## config.mk

```make
export PLATFORM = sky130hd
export DESIGN_NAME = crc5_lfsr
export DESIGN_NICKNAME = d
export VERILOG_FILES = /design/src/rtl/fc_pkg.sv /design/src/rtl/crc5_lfsr.sv
export SDC_FILE = /design/constraint.sdc
export NUM_CORES = 1
export LEC_CHECK = 0
export CAP_MARGIN = 20
export CORE_AREA = 2 2 39 41
export DETAILED_ROUTE_END_ITERATION = 10
export DIE_AREA = 0 0 41 43
export DONT_BUFFER_PORTS = 1
export SYNTH_ARGS = -nofsm -noshare
export SYNTH_HDL_FRONTEND = slang
export SYNTH_SLANG_ARGS = --single-unit
```

## constraint.sdc

```tcl
create_clock -name i_clk -period 1.2 [get_ports i_clk]
set_input_delay 0.3 -clock i_clk [delete_from_list [all_inputs] [get_ports i_clk]]
set_output_delay 0.3 -clock i_clk [all_outputs]
set_load 0.05 [all_outputs]
```

## src/rtl/fc_pkg.sv

```systemverilog
// Shared constants and state type for the serial CRC-5 frame checker.
// Polynomial x^5+x^4+x^2+1; taps below x^5 listed in CRC_POLY.
package fc_pkg;
  localparam int CRC_W = 5;
  localparam logic [CRC_W-1:0] CRC_POLY = 5'b10101;

  typedef enum logic [1:0] {
    IDLE,
    RECV,
    REPORT
  } state_e;
endpackage

```

## src/rtl/crc5_lfsr.sv

```systemverilog
// 5-bit Galois CRC register, one shift per enabled bit.
// Load seeds the register with the first frame bit.
module crc5_lfsr
  import fc_pkg::*;
(
  input  logic             i_clk,
  input  logic             i_rst_n,
  input  logic             i_load,
  input  logic             i_shift,
  input  logic             i_bit,
  output logic [CRC_W-1:0] o_nxt
);

  logic [CRC_W-1:0] r_crc;
  logic [CRC_W-1:0] w_step;
  logic [CRC_W-1:0] w_nxt;

  assign w_step = {r_crc[CRC_W-2:0], i_bit}
                ^ (r_crc[CRC_W-1] ? CRC_POLY : '0);

  always_comb begin
    w_nxt = r_crc;
    if (i_load)
      w_nxt = {{(CRC_W-1){1'b0}}, i_bit};
    else if (i_shift)
      w_nxt = w_step;
  end

  always_ff @(posedge i_clk or negedge i_rst_n) begin
    if (!i_rst_n)
      r_crc <= '0;
    else
      r_crc <= w_nxt;
  end

  assign o_nxt = w_nxt;

endmodule

```

Word level (Yosys, flattened, before mapping)
Cells that the tools add are included.

Register bits after elaboration: 5. Logic and storage cells: 5. Output and inout bits: 5.

Bitwise operators: 1. Multiplexer cells: 3.

Operators with widths (count): $mux 5 (3); $xor 5x5->5 (1).

Logic depth before layout (Yosys ltp)
Gate-level depths: netlist of the first run.

Depth in word-level cells: 4. Mapped depth: 4. Gate-level depth less buffers: 3.

Worst setup path before layout of the first run
No wires, ideal clock.

Kind: register to output. From: register r_crc[4]. To: output o_nxt[0]. Path slack: -938 ps. Path buffers: 0. Cell stages (with the launch flop): 4. Arrival: 1838 ps. Required time: 900 ps. Cells stage by stage: dfrtp_1 nand3b_1 o21ai_1 a221oi_1.

Longest elaborated chain between the ends: 4.

Ends and longest elaborated chain: start: declaration (RTL line crc5_lfsr.sv:14) `logic [CRC_W-1:0] r_crc;`; start signal: assignment (RTL line crc5_lfsr.sv:33) `r_crc <= w_nxt;`; $mux 5 (RTL line crc5_lfsr.sv:19) `^ (r_crc[CRC_W-1] ? CRC_POLY : '0);`; $xor 5x5->5 (RTL line crc5_lfsr.sv:19); $mux 5 (RTL line crc5_lfsr.sv:25) `else if (i_shift)`; $mux 5 (RTL line crc5_lfsr.sv:23) `if (i_load)`; end: declaration (RTL line crc5_lfsr.sv:11) `output logic [CRC_W-1:0] o_nxt`.

Every way passes these cells.

Final worst setup path of the first run
From: register r_crc[4]. To: output o_nxt[2].

Same word-level chain as after synthesis.

==> results.txt, run 1 <==
----------------------------------------------------
[Routing]
  Total wire length ... 629 um
  Via-per-instance ratio ... 4.31
  DRC violation count after routing ... 0
  Count of nets left with antenna violations after detail routing ... 0
  Routed wire length per instance ... 14.0 um
  First-pass detailed-route iteration total ... 1
  DR vias ... 194
  DRC violation total after the first TritonRoute iteration ... 0

[Placed design]
  Place WS ... -0.185 ns
  Input/output buffers ... 0
  Weighted congestion reported at the end of routability-driven placement ... 0.582

[Setup path]
  Kind of cell adding the most delay to the critical path ... flip-flops
  Worst-case reg-to-reg path depth ... 3
  Crit path max-delay cell type ... sky130_fd_sc_hd__dfrtp_2
  Cells along the critical path ... xnor2_2 -> a211oi_4 -> buf_12
  Maximum fanout along the worst path ... 4
  Buffering stage count on the worst path with inverters included ... 1
  Type of element capturing the critical path ... output pin
  Data arrival time of the worst path ... 1.32 ns
  Critical path class ... flip-flop to output pin
  Worst path required time ... 0.90 ns
  Largest incremental delay on the critical path ... 0.44 ns
  Register-to-register setup slack ... 0.01 ns
  Startpoint Class ... flip-flop
  Critical Path Stages ... 3

[Die]
  Die Y ... 43 um
  Floorplan die area ... 1760 um2
  Starting density of the core ... 16.2%
  Number of primary I/O pins ... 10
  Core Area ... 1380 um2
  Die extent in x ... 41 um
  Row Count ... 14

[Finish]
  Number of nets in the layout ... 35
  Flip-flop count of the largest register, all copies and words added ... 5
  Largest registers in the final layout ... r_crc: 5 flops
  Top register by number of flip-flops ... r_crc
  Most used cells in the layout excluding fill and tap cells ... sky130_fd_sc_hd__nor2_4, sky130_fd_sc_hd__clkbuf_4, sky130_fd_sc_hd__dfrtp_1
  Count of filler cells inserted in the layout ... 143
  Relative area change from synthesis to final layout ... 84.4%
  Share of cells above drive strength 1 ... 62.1%
  Diode insertion count for antenna repair ... 0

[Pwr]
  Cell Pwr Density ... 1250 nW/um2
  Peak supply drop ... 0.664 mV
  Leakage power summed over all cells ... 0.000154 uW

[Global route]
  Antenna violations before repair ... 0
  Maximum number of pins on one net before global-route repair ... 8
  Global routing usage on met2 ... 14.1%
  Met3 Track Usage GR ... 9.42%
  GR peak layer ... met2
  Global-route wire length before repair ... 1070 um
  GRT Total Usage ... 9.80%
  Remaining Overflow, GRT ... 0
  GR met1 Demand/Resource ... 9.18%
  Number of global-route vias before repair ... 221

[Flow run]
  Max-capacitance violation count ... 0

[Synth]
  Synthesized-area fraction occupied by and/or/nand/nor cells ... 14.0%
  Adder and majority cell fraction of the synthesized area ... 0%
  Mux contribution to synthesized area ... 8.94%
  Sequential-to-total area share from yosys stat ... 55.9%
  Cell count after synthesis ... 21
  Xor/xnor cell area share of the yosys netlist ... 7.82%
  Post-Synthesis Mean Instance Area ... 10.7 um2
  Synth cell types ... 13
  Area fraction in compound gates after synthesis ... 9.50%
  Post-Syn Nets ... 26
  Synthesis Warnings ... 0
  Main combinational cell family by area after synthesis ... simple AND/OR/NAND/NOR gates
  Netlist area before placement ... 224 um2
  Synth Register Bits ... 5

[STA]
  Setup clock skew after layout ... 0.00411 ns
  Period utilisation layout ... 135%
  Unrepaired setup endpoints after global routing ... true
  Post-route worst setup slack ... -0.423 ns
  Setup-violating endpoint count in the final report ... 5
  Post-layout min period ... 1.62 ns
  Hold violation count in the final report ... 0
  Maximum operating frequency ... 616 MHz
  Max-slew headroom ... 75.4%
  Tightest Pin Transition ... 0.367 ns
  Final number of max-transition violations ... 0
  Post-route worst hold slack ... 0.170 ns

[Clock tree]
  TritonCTS clock tree ... built
  Clock insertion delay at the later pin of the skew report ... 0.24 ns
  # H-tree levels ... 1
  Deepest clock path buffer count ... 2
  CTS clk-pin slew, worst paths ... 0.04 ns
  Number of clock sinks ... 5
  Clock root buffer master ... sky130_fd_sc_hd__clkbuf_4
  CTS buffer count ... 3

[Outcome]
  Violated checks ... setup timing
  Outcome ... finished with violations

[Worst hold path]
  Hold crit path type ... input pin to flip-flop
  Number of cells on the worst hold path ... 1

----------------------------------------------------
-- synth_stat cells (all sizes together) --
cell type | n | area, um2
dfrtp | 5 | 125
nor2 | 4 | 15.0
mux2i | 2 | 20.0
a211oi | 1 | 7.51
a221oi | 1 | 8.76
buf | 1 | 5.00
inv | 1 | 3.75
nand2 | 1 | 3.75
nand3b | 1 | 7.51
nor3 | 1 | 5.00
o21ai | 1 | 5.00
xnor2 | 1 | 8.76
xor2 | 1 | 8.76
-- final timing paths --
check                      startpoint       end
setup / recovery             r_crc[4]  o_nxt[2]
hold / removal                 i_load  r_crc[1]
setup reg to reg             r_crc[4]  r_crc[4]
hold reg to reg              r_crc[0]  r_crc[1]
max in group asynchronous     i_rst_n  r_crc[4]
min in group asynchronous     i_rst_n  r_crc[3]
-- worst register-to-register path: stages (launching register included) --
cell and delay [ns]:
sky130_fd_sc_hd__dfrtp_2 0.44, sky130_fd_sc_hd__buf_4 0.15, sky130_fd_sc_hd__xor2_1 0.17, sky130_fd_sc_hd__nor2_4 0.30
-- report_power, final --
part | switching (uW) | total, uW | internal (uW)
sequential | 12.0 | 192 | 180
combinational | 68.8 | 126 | 57.3
clock | 71.0 | 197 | 126
total | 152 | 515 | 363
-- logic make-up (layout without fill, tap and decap cells) --
family | Yosys count | after routing
AND/OR/NAND/NOR | 7 | 7
flip-flops | 5 | 5
AO/OA/AOI/OAI | 3 | 3
XOR/XNOR | 2 | 2
multiplexers | 2 | 2
buffers and inverters | 2 | 10
-- timing repair --
item	in CTS	in global routing
resized for setup	3	4
pin swaps	2	2
endpoints found under the setup margin	5	7
setup buffers	1	1
hold buffers	1	0
endpoints found under the hold margin	5	0
-- per-stage QoR --
stage	setup TNS, ns	cells	util (%)	area (um2)	power [uW]
3_5_place_dp	-0.395	38	24.0	332	296
3_3_place_gp	-0.268	38	24.0	332	292
4_1_cts	-1.49	44	27.9	387	512
2_1_floorplan	-0.738	21	-	287	274
6_report	-1.48	45	29.8	413	515
5_1_grt	-1.78	45	29.8	413	544
-- area by class of cell --
cell class,count,area (um2),area share (%)
Inverter,1,3.75,0.909
Multi-Input combinational cell,14,170,41.2
Sequential cell,5,128,30.9
Tap cell,16,20.0,4.85
Timing Repair Buffer,5,65.1,15.8
Clock buffer,4,26.3,6.36
-- per-layer routing --
metal	vias to the layer above	share of wire (%)
met5	-	0
met4	0	0
met3	0	17
met2	12	54
met1	96	29
li1	86	-
Power figures use the tool's default switching activity.
==> inputs of run 2 (changes only) <==
- clock period: 1.2 -> 1.3 ns (I/O delays scaled with it)
==> run 2 against run 1 <==
The flow still finishes with violations (setup timing). Clock power is 5% lower. Cell count stayed put. Count of clock-buffer cells in the layout is 1 lower. Critical path depth is 1 higher. Clock skew is 0.0043 ns higher. Cell area is 2.1% lower. Critical endpoint is now o_nxt[0]. Largest cell class unchanged. Highest routed layer is now met4.
==> results.txt, run 2 (synthesis gave the netlist of run 1 again) <==
----------------------------------------------------
[Finish]
  Largest registers in the final layout ... r_crc: 5 flops (unchanged)
  Relative area change from synthesis to final layout ... 80.4% (was 84.4%)
  Flip-flop count of the largest register, all copies and words added ... 5 (unchanged)
  Number of nets in the layout ... 35 (unchanged)
  Top register by number of flip-flops ... r_crc (unchanged)
  Most used cells in the layout excluding fill and tap cells ... sky130_fd_sc_hd__dfrtp_1, sky130_fd_sc_hd__nor2_4, sky130_fd_sc_hd__clkbuf_4 (was sky130_fd_sc_hd__nor2_4, sky130_fd_sc_hd__clkbuf_4, sky130_fd_sc_hd__dfrtp_1)
  Share of cells above drive strength 1 ... 62.1% (unchanged)
  Diode insertion count for antenna repair ... 0 (unchanged)
  Final cell area excluding filler cells ... 404 um2 (was 413 um2)
  Count of filler cells inserted in the layout ... 151 (was 143)
  Most common cell after layout, fill and taps aside ... sky130_fd_sc_hd__dfrtp_1

[Die]
  Die extent in x ... 41 um (unchanged)
  Row Count ... 14 (unchanged)
  Floorplan die area ... 1760 um2 (unchanged)
  Starting density of the core ... 16.2% (unchanged)
  Number of primary I/O pins ... 10 (unchanged)
  Die Y ... 43 um (unchanged)
  Core Area ... 1380 um2 (unchanged)

[Placed design]
  Placed wire-length estimate ... 473 um
  Weighted congestion reported at the end of routability-driven placement ... 0.619 (was 0.582)
  Area after detailed placement ... 332 um2 (unchanged)
  Input/output buffers ... 0 (unchanged)

[Routing]
  Total wire length ... 657 um (was 629 um)
  Via-per-instance ratio ... 4.44 (was 4.31)
  First-pass detailed-route iteration total ... 2 (was 1)
  DRC violation count after routing ... 0 (unchanged)
  Count of nets left with antenna violations after detail routing ... 0 (unchanged)
  DR vias ... 200 (was 194)
  Routed wire length per instance ... 14.6 um (was 14.0 um)
  DRC violation total after the first TritonRoute iteration ... 2 (was 0)

[STA]
  Maximum operating frequency ... 609 MHz
  Tightest Pin Transition ... 0.358 ns (was 0.367 ns)
  Unrepaired setup endpoints after global routing ... true (unchanged)
  Setup clock skew after layout ... 0.00839 ns (was 0.00411 ns)
  Post-route worst setup slack ... -0.341 ns (was -0.423 ns)
  Max-slew headroom ... 76.0% (was 75.4%)
  Final number of max-transition violations ... 0 (unchanged)
  Post-layout min period ... 1.64 ns
  Period utilisation layout ... 126%
  Hold violation count in the final report ... 0 (unchanged)
  Fin Setup TNS ... -1.05 ns (was -1.48 ns)
  Setup-violating endpoint count in the final report ... 5 (unchanged)

[Clock tree]
  Deepest clock path buffer count ... 2 (unchanged)
  # H-tree levels ... 1 (unchanged)
  Number of clock sinks ... 5 (unchanged)
  TritonCTS clock tree ... built (unchanged)
  CTS buffer count ... 3 (unchanged)
  Clock root buffer master ... sky130_fd_sc_hd__clkbuf_4 (unchanged)
  Clock insertion delay at the later pin of the skew report ... 0.25 ns (was 0.24 ns)
  CTS clk-pin slew, worst paths ... 0.05 ns (was 0.04 ns)

[Setup path]
  Data arrival time of the worst path ... 1.32 ns (about the same)
  Startpoint Class ... flip-flop (unchanged)
  Type of element capturing the critical path ... output pin (unchanged)
  Maximum fanout along the worst path ... 4 (unchanged)
  Critical path class ... flip-flop to output pin (unchanged)
  Worst path required time ... 0.98 ns (was 0.90 ns)

[Global route]
  Number of global-route vias before repair ... 244 (was 221)
  GRT Total Usage ... 10.4% (was 9.80%)
  GR met1 Demand/Resource ... 7.36% (was 9.18%)
  Maximum number of pins on one net before global-route repair ... 8 (unchanged)
  GR peak layer ... met2 (unchanged)
  Remaining Overflow, GRT ... 0 (unchanged)
  Met3 Track Usage GR ... 5.24% (was 9.42%)
  Global routing usage on met2 ... 16.3% (was 14.1%)
  Antenna violations before repair ... 0 (unchanged)
  Global-route wire length before repair ... 1070 um (unchanged)

[Pwr]
  Cell Pwr Density ... 1170 nW/um2 (was 1250 nW/um2)
  Leakage power summed over all cells ... 0.000156 uW (was 0.000154 uW)
  Switching pwr ... 147 uW (was 152 uW)
  Peak supply drop ... 0.409 mV (was 0.664 mV)
  Clock power frac ... 39.8% (was 38.2%)
  Reg power frac ... 36.6% (was 37.3%)
  Cell internal power dissipation ... 325 uW (was 363 uW)
  Switching portion of total power ... 31.2% (was 29.5%)
  Combinational power share ... 23.6% (was 24.5%)

[Worst hold path]
  Hold crit path type ... input pin to flip-flop (unchanged)

[Outcome]
  Outcome ... finished with violations (unchanged)
  Violated checks ... setup timing (unchanged)

[Flow run]
  Max-capacitance violation count ... 0 (unchanged)

----------------------------------------------------
==> run 2: cell types whose count changed in the layout (fill, tap and decap cells not counted) <==
cell	before	now
sky130_fd_sc_hd__xnor2_1	0	1
sky130_fd_sc_hd__dfrtp_1	3	4
sky130_fd_sc_hd__dfrtp_2	2	1
sky130_fd_sc_hd__clkbuf_1	1	0
sky130_fd_sc_hd__xor2_1	1	0
sky130_fd_sc_hd__xor2_2	0	1
sky130_fd_sc_hd__clkinv_2	0	1
sky130_fd_sc_hd__mux2i_2	1	2
sky130_fd_sc_hd__mux2i_4	1	0
sky130_fd_sc_hd__xnor2_2	1	0
==> run 2: cell type report <==
type                    count  area, um2  area share (%)
clock buffers               3       22.5            5.57
clock inverters             1       5.00            1.24
inverters                   1       3.75           0.929
multi-input cells          14        161            39.9
flip-flops and latches      5        126            31.3
well taps                  16       20.0            4.95
repair buffers              5       65.1            16.1
==> run 2: worst paths after layout <==
path	start	depth (start not counted)	endpoint	slack [ns]
setup / recovery	r_crc[4]	4	o_nxt[0]	-0.34
hold / removal	i_load	1	r_crc[2]	0.14
setup reg to reg	r_crc[4]	3	r_crc[4]	0.12
hold reg to reg	r_crc[4]	2	r_crc[2]	0.68
max in group asynchronous	i_rst_n	1	r_crc[4]	0.69
min in group asynchronous	i_rst_n	1	r_crc[3]	0.37
==> run 2: power by group through the flow <==
| stage | clock [uW] | sequential, uW | combinational (uW) |
|---|---|---|---|
| final | 188 | 173 | 111 |
| after floorplan | 0 | 172 | 79.2 |
| after global placement | 0 | 173 | 96.6 |
| after global routing | 203 | 173 | 117 |
| after CTS | 194 | 172 | 112 |
| after detailed placement | 0 | 174 | 99.3 |
==> run 2: metal layers <==
layer  vias to the layer above  wire length, um
li1                         87                -
met1                        97              196
met2                        12              331
met3                         4               96
met4                         0               32
met5                         -                0
==> run 2: critical path, cell delays in order (launching register included) <==
cell,delay (ns)
sky130_fd_sc_hd__dfrtp_2,0.42
sky130_fd_sc_hd__nand3b_1,0.12
sky130_fd_sc_hd__o21ai_2,0.09
sky130_fd_sc_hd__a221oi_4,0.26
sky130_fd_sc_hd__buf_12,0.18
==> run 2: metrics by stage <==
step	util [%]	worst slack (ns)	power, uW	instances	hold WS, ns
final	29.2	-0.341	472	45	0.143
after global routing	29.2	-0.395	494	45	0.137
after CTS	29.2	-0.377	479	45	0.137
after detailed placement	24.0	-0.127	273	38	0.0296
after global placement	24.0	-0.0742	269	38	0.0296
after floorplan	-	-0.162	251	21	0.0294
==> run 2: what timing repair did <==
action	4_1_cts	5_1_grt
endpoints found under the setup margin	5	5
hold endpoints to repair	5	0
resized for setup	5	0
pin swaps	4	1
hold buffers	1	0
buffers inserted	2	0
gates cloned	0	0
==> inputs of run 3 (changes only) <==
- PLACE_DENSITY_LB_ADDON: unset -> 0.12
==> run 3 against run 2 <==
The flow still finishes with violations (setup timing). Combinational power decreased by 5%. Cell area decreased by 5.9%. Critical path depth unchanged. Global-route usage decreased by 2.1 points. Critical endpoint unchanged. Largest cell class unchanged.
==> results.txt, run 3 (synthesis gave the netlist of run 1 again) <==
----------------------------------------------------
[Global route]
  Remaining Overflow, GRT ... 0 (unchanged)
  Number of global-route vias before repair ... 213 (was 244)
  GRT Total Usage ... 8.27% (was 10.4%)
  Antenna violations before repair ... 0 (unchanged)
  Maximum number of pins on one net before global-route repair ... 8 (unchanged)
  Global-route wire length before repair ... 897 um (was 1070 um)

[STA]
  Maximum operating frequency ... 618 MHz (was 609 MHz)
  Unrepaired setup endpoints after global routing ... true (unchanged)
  Final number of max-transition violations ... 0 (unchanged)
  Tightest Pin Transition ... 0.344 ns (was 0.358 ns)
  Setup clock skew after layout ... 0.00827 ns (was 0.00839 ns)
  Post-route worst setup slack ... -0.318 ns (was -0.341 ns)
  Setup-violating endpoint count in the final report ... 5 (unchanged)
  Max-slew headroom ... 77.0% (was 76.0%)
  Hold violation count in the final report ... 0 (unchanged)
  Post-layout min period ... 1.62 ns (was 1.64 ns)
  Period utilisation layout ... 124% (was 126%)

[Die]
  Floorplan die area ... 1760 um2 (unchanged)
  Starting density of the core ... 16.2% (unchanged)
  Die Y ... 43 um (unchanged)
  Die extent in x ... 41 um (unchanged)
  Number of primary I/O pins ... 10 (unchanged)
  Core Area ... 1380 um2 (unchanged)
  Row Count ... 14 (unchanged)

[Finish]
  Number of nets in the layout ... 33 (was 35)
  Most common cell after layout, fill and taps aside ... sky130_fd_sc_hd__dfrtp_1 (unchanged)
  Diode insertion count for antenna repair ... 0 (unchanged)
  Largest registers in the final layout ... r_crc: 5 flops (unchanged)
  Count of filler cells inserted in the layout ... 143 (was 151)
  Flip-flop count of the largest register, all copies and words added ... 5 (unchanged)
  Share of cells above drive strength 1 ... 51.9% (was 62.1%)
  Top register by number of flip-flops ... r_crc (unchanged)
  Relative area change from synthesis to final layout ... 69.8% (was 80.4%)
  Final cell area excluding filler cells ... 380 um2 (was 404 um2)
  Most used cells in the layout excluding fill and tap cells ... sky130_fd_sc_hd__dfrtp_1, sky130_fd_sc_hd__nor2_4, sky130_fd_sc_hd__clkbuf_4 (unchanged)

[Pwr]
  Switching portion of total power ... 29.1% (was 31.2%)
  Peak supply drop ... 0.749 mV (was 0.409 mV)
  Cell Pwr Density ... 1210 nW/um2 (was 1170 nW/um2)
  Clock power frac ... 39.3% (was 39.8%)
  Switching pwr ... 134 uW (was 147 uW)
  Overall power consumption ... 461 uW (was 472 uW)
  Leakage power summed over all cells ... 0.000141 uW (was 0.000156 uW)
  Cell internal power dissipation ... 327 uW (was 325 uW)
  Reg power frac ... 37.5% (was 36.6%)
  Combinational power share ... 23.1% (was 23.6%)

[Setup path]
  Worst path required time ... 0.98 ns (about the same)
  Data arrival time of the worst path ... 1.29 ns (was 1.32 ns)
  Maximum fanout along the worst path ... 4 (unchanged)
  Type of element capturing the critical path ... output pin (unchanged)
  Startpoint Class ... flip-flop (unchanged)
  Buffering stage count on the worst path with inverters included ... 1 (unchanged)
  Kind of cell adding the most delay to the critical path ... flip-flops (unchanged)
  Largest incremental delay on the critical path ... 0.43 ns (was 0.42 ns)
  Cells along the critical path ... nand3b_1 -> o21ai_2 -> a221oi_4 -> buf_12 (unchanged)
  Crit path max-delay cell type ... sky130_fd_sc_hd__dfrtp_2 (unchanged)
  Critical path class ... flip-flop to output pin (unchanged)

[Routing]
  Count of nets left with antenna violations after detail routing ... 0 (unchanged)
  Via-per-instance ratio ... 3.91 (was 4.44)
  Routed wire length per instance ... 13.1 um (was 14.6 um)
  First-pass detailed-route iteration total ... 2 (unchanged)
  DRC violation total after the first TritonRoute iteration ... 5 (was 2)
  DR vias ... 168 (was 200)
  Total wire length ... 562 um (was 657 um)
  DRC violation count after routing ... 0 (unchanged)

[Placed design]
  Input/output buffers ... 0 (unchanged)
  Weighted congestion reported at the end of routability-driven placement ... 0.681 (was 0.619)
  Area after detailed placement ... 332 um2 (unchanged)

[Clock tree]
  TritonCTS clock tree ... built (unchanged)
  Number of clock sinks ... 5 (unchanged)
  CTS buffer count ... 3 (unchanged)
  CTS clk-pin slew, worst paths ... 0.05 ns (about the same)
  # H-tree levels ... 1 (unchanged)
  Clock root buffer master ... sky130_fd_sc_hd__clkbuf_4 (unchanged)
  Deepest clock path buffer count ... 2 (unchanged)
  Post-CTS setup buffer count ... 0 (was 2)
  Clock insertion delay at the later pin of the skew report ... 0.24 ns (was 0.25 ns)

[Flow run]
  Max-capacitance violation count ... 0 (unchanged)

[Outcome]
  Violated checks ... setup timing (unchanged)
  Outcome ... finished with violations (unchanged)

[Worst hold path]
  Hold crit path type ... input pin to flip-flop (unchanged)

----------------------------------------------------
-- run 3: cell count changes in the layout (fill, tap and decap cells not counted) --
cell	change
sky130_fd_sc_hd__clkinv_2	-1
sky130_fd_sc_hd__xor2_1	+1
sky130_fd_sc_hd__buf_4	-2
sky130_fd_sc_hd__clkbuf_1	+1
sky130_fd_sc_hd__xor2_2	-1
-- run 3: worst reg2reg max path: stages (launching register included) --
cell                       delay [ns]
sky130_fd_sc_hd__dfrtp_2         0.43
sky130_fd_sc_hd__nand3b_1        0.11
sky130_fd_sc_hd__o21ai_2         0.07
sky130_fd_sc_hd__a221oi_4        0.26
sky130_fd_sc_hd__buf_12          0.18
-- run 3: timing repair --
item,CTS,global route
endpoints found under the hold margin,5,0
pin swaps,2,0
gates resized for setup,4,0
setup endpoints to repair,5,5
cloned,0,0
hold buffers,1,0
-- run 3: worst paths after layout --
path | from | endpoint | depth (start not counted) | slack [ns]
max | r_crc[4] | o_nxt[0] | 4 | -0.32
min | i_load | r_crc[3] | 1 | 0.20
max reg2reg | r_crc[4] | r_crc[0] | 4 | 0.18
min reg2reg | r_crc[2] | r_crc[3] | 2 | 0.77
max in group asynchronous | i_rst_n | r_crc[4] | 1 | 0.69
min in group asynchronous | i_rst_n | r_crc[2] | 1 | 0.38
-- run 3: metal layers --
layer | wire length [um] | vias up | track usage (%)
met5 | 0 | - | 0
met2 | 271 | 6 | 11.3
met1 | 231 | 79 | 7.82
met3 | 59 | 0 | 9.95
met4 | 0 | 0 | 2.00
li1 | - | 83 | -
-- run 3: area by class of cell --
class / count / area (um2) / area share (%)
timing repair buffer: 3 / 50.0 / 13.2
sequential: 5 / 126 / 33.2
inverter: 1 / 3.75 / 0.987
tap: 16 / 20.0 / 5.26
clock buffer: 4 / 26.3 / 6.91
multi-input combinational: 14 / 154 / 40.5
-- run 3: power groups by stage --
stage / sequential [uW] / combinational, uW / clock, uW
2_1_floorplan: 172 / 79.2 / 0
6_report: 173 / 106 / 181
3_5_place_dp: 174 / 98.5 / 0
5_1_grt: 174 / 112 / 198
4_1_cts: 173 / 108 / 191
3_3_place_gp: 174 / 97.5 / 0
-- run 3: through the flow --
step	worst slack [ns]	setup TNS (ns)	cells	hold slack, ns	utilization, %
2_1_floorplan	-0.162	-0.359	21	0.0294	-
3_3_place_gp	-0.0729	-0.144	38	0.0296	24.0
3_5_place_dp	-0.0900	-0.178	38	0.0296	24.0
4_1_cts	-0.336	-0.910	43	0.196	27.5
5_1_grt	-0.389	-1.09	43	0.190	27.5
6_report	-0.318	-0.816	43	0.204	27.5
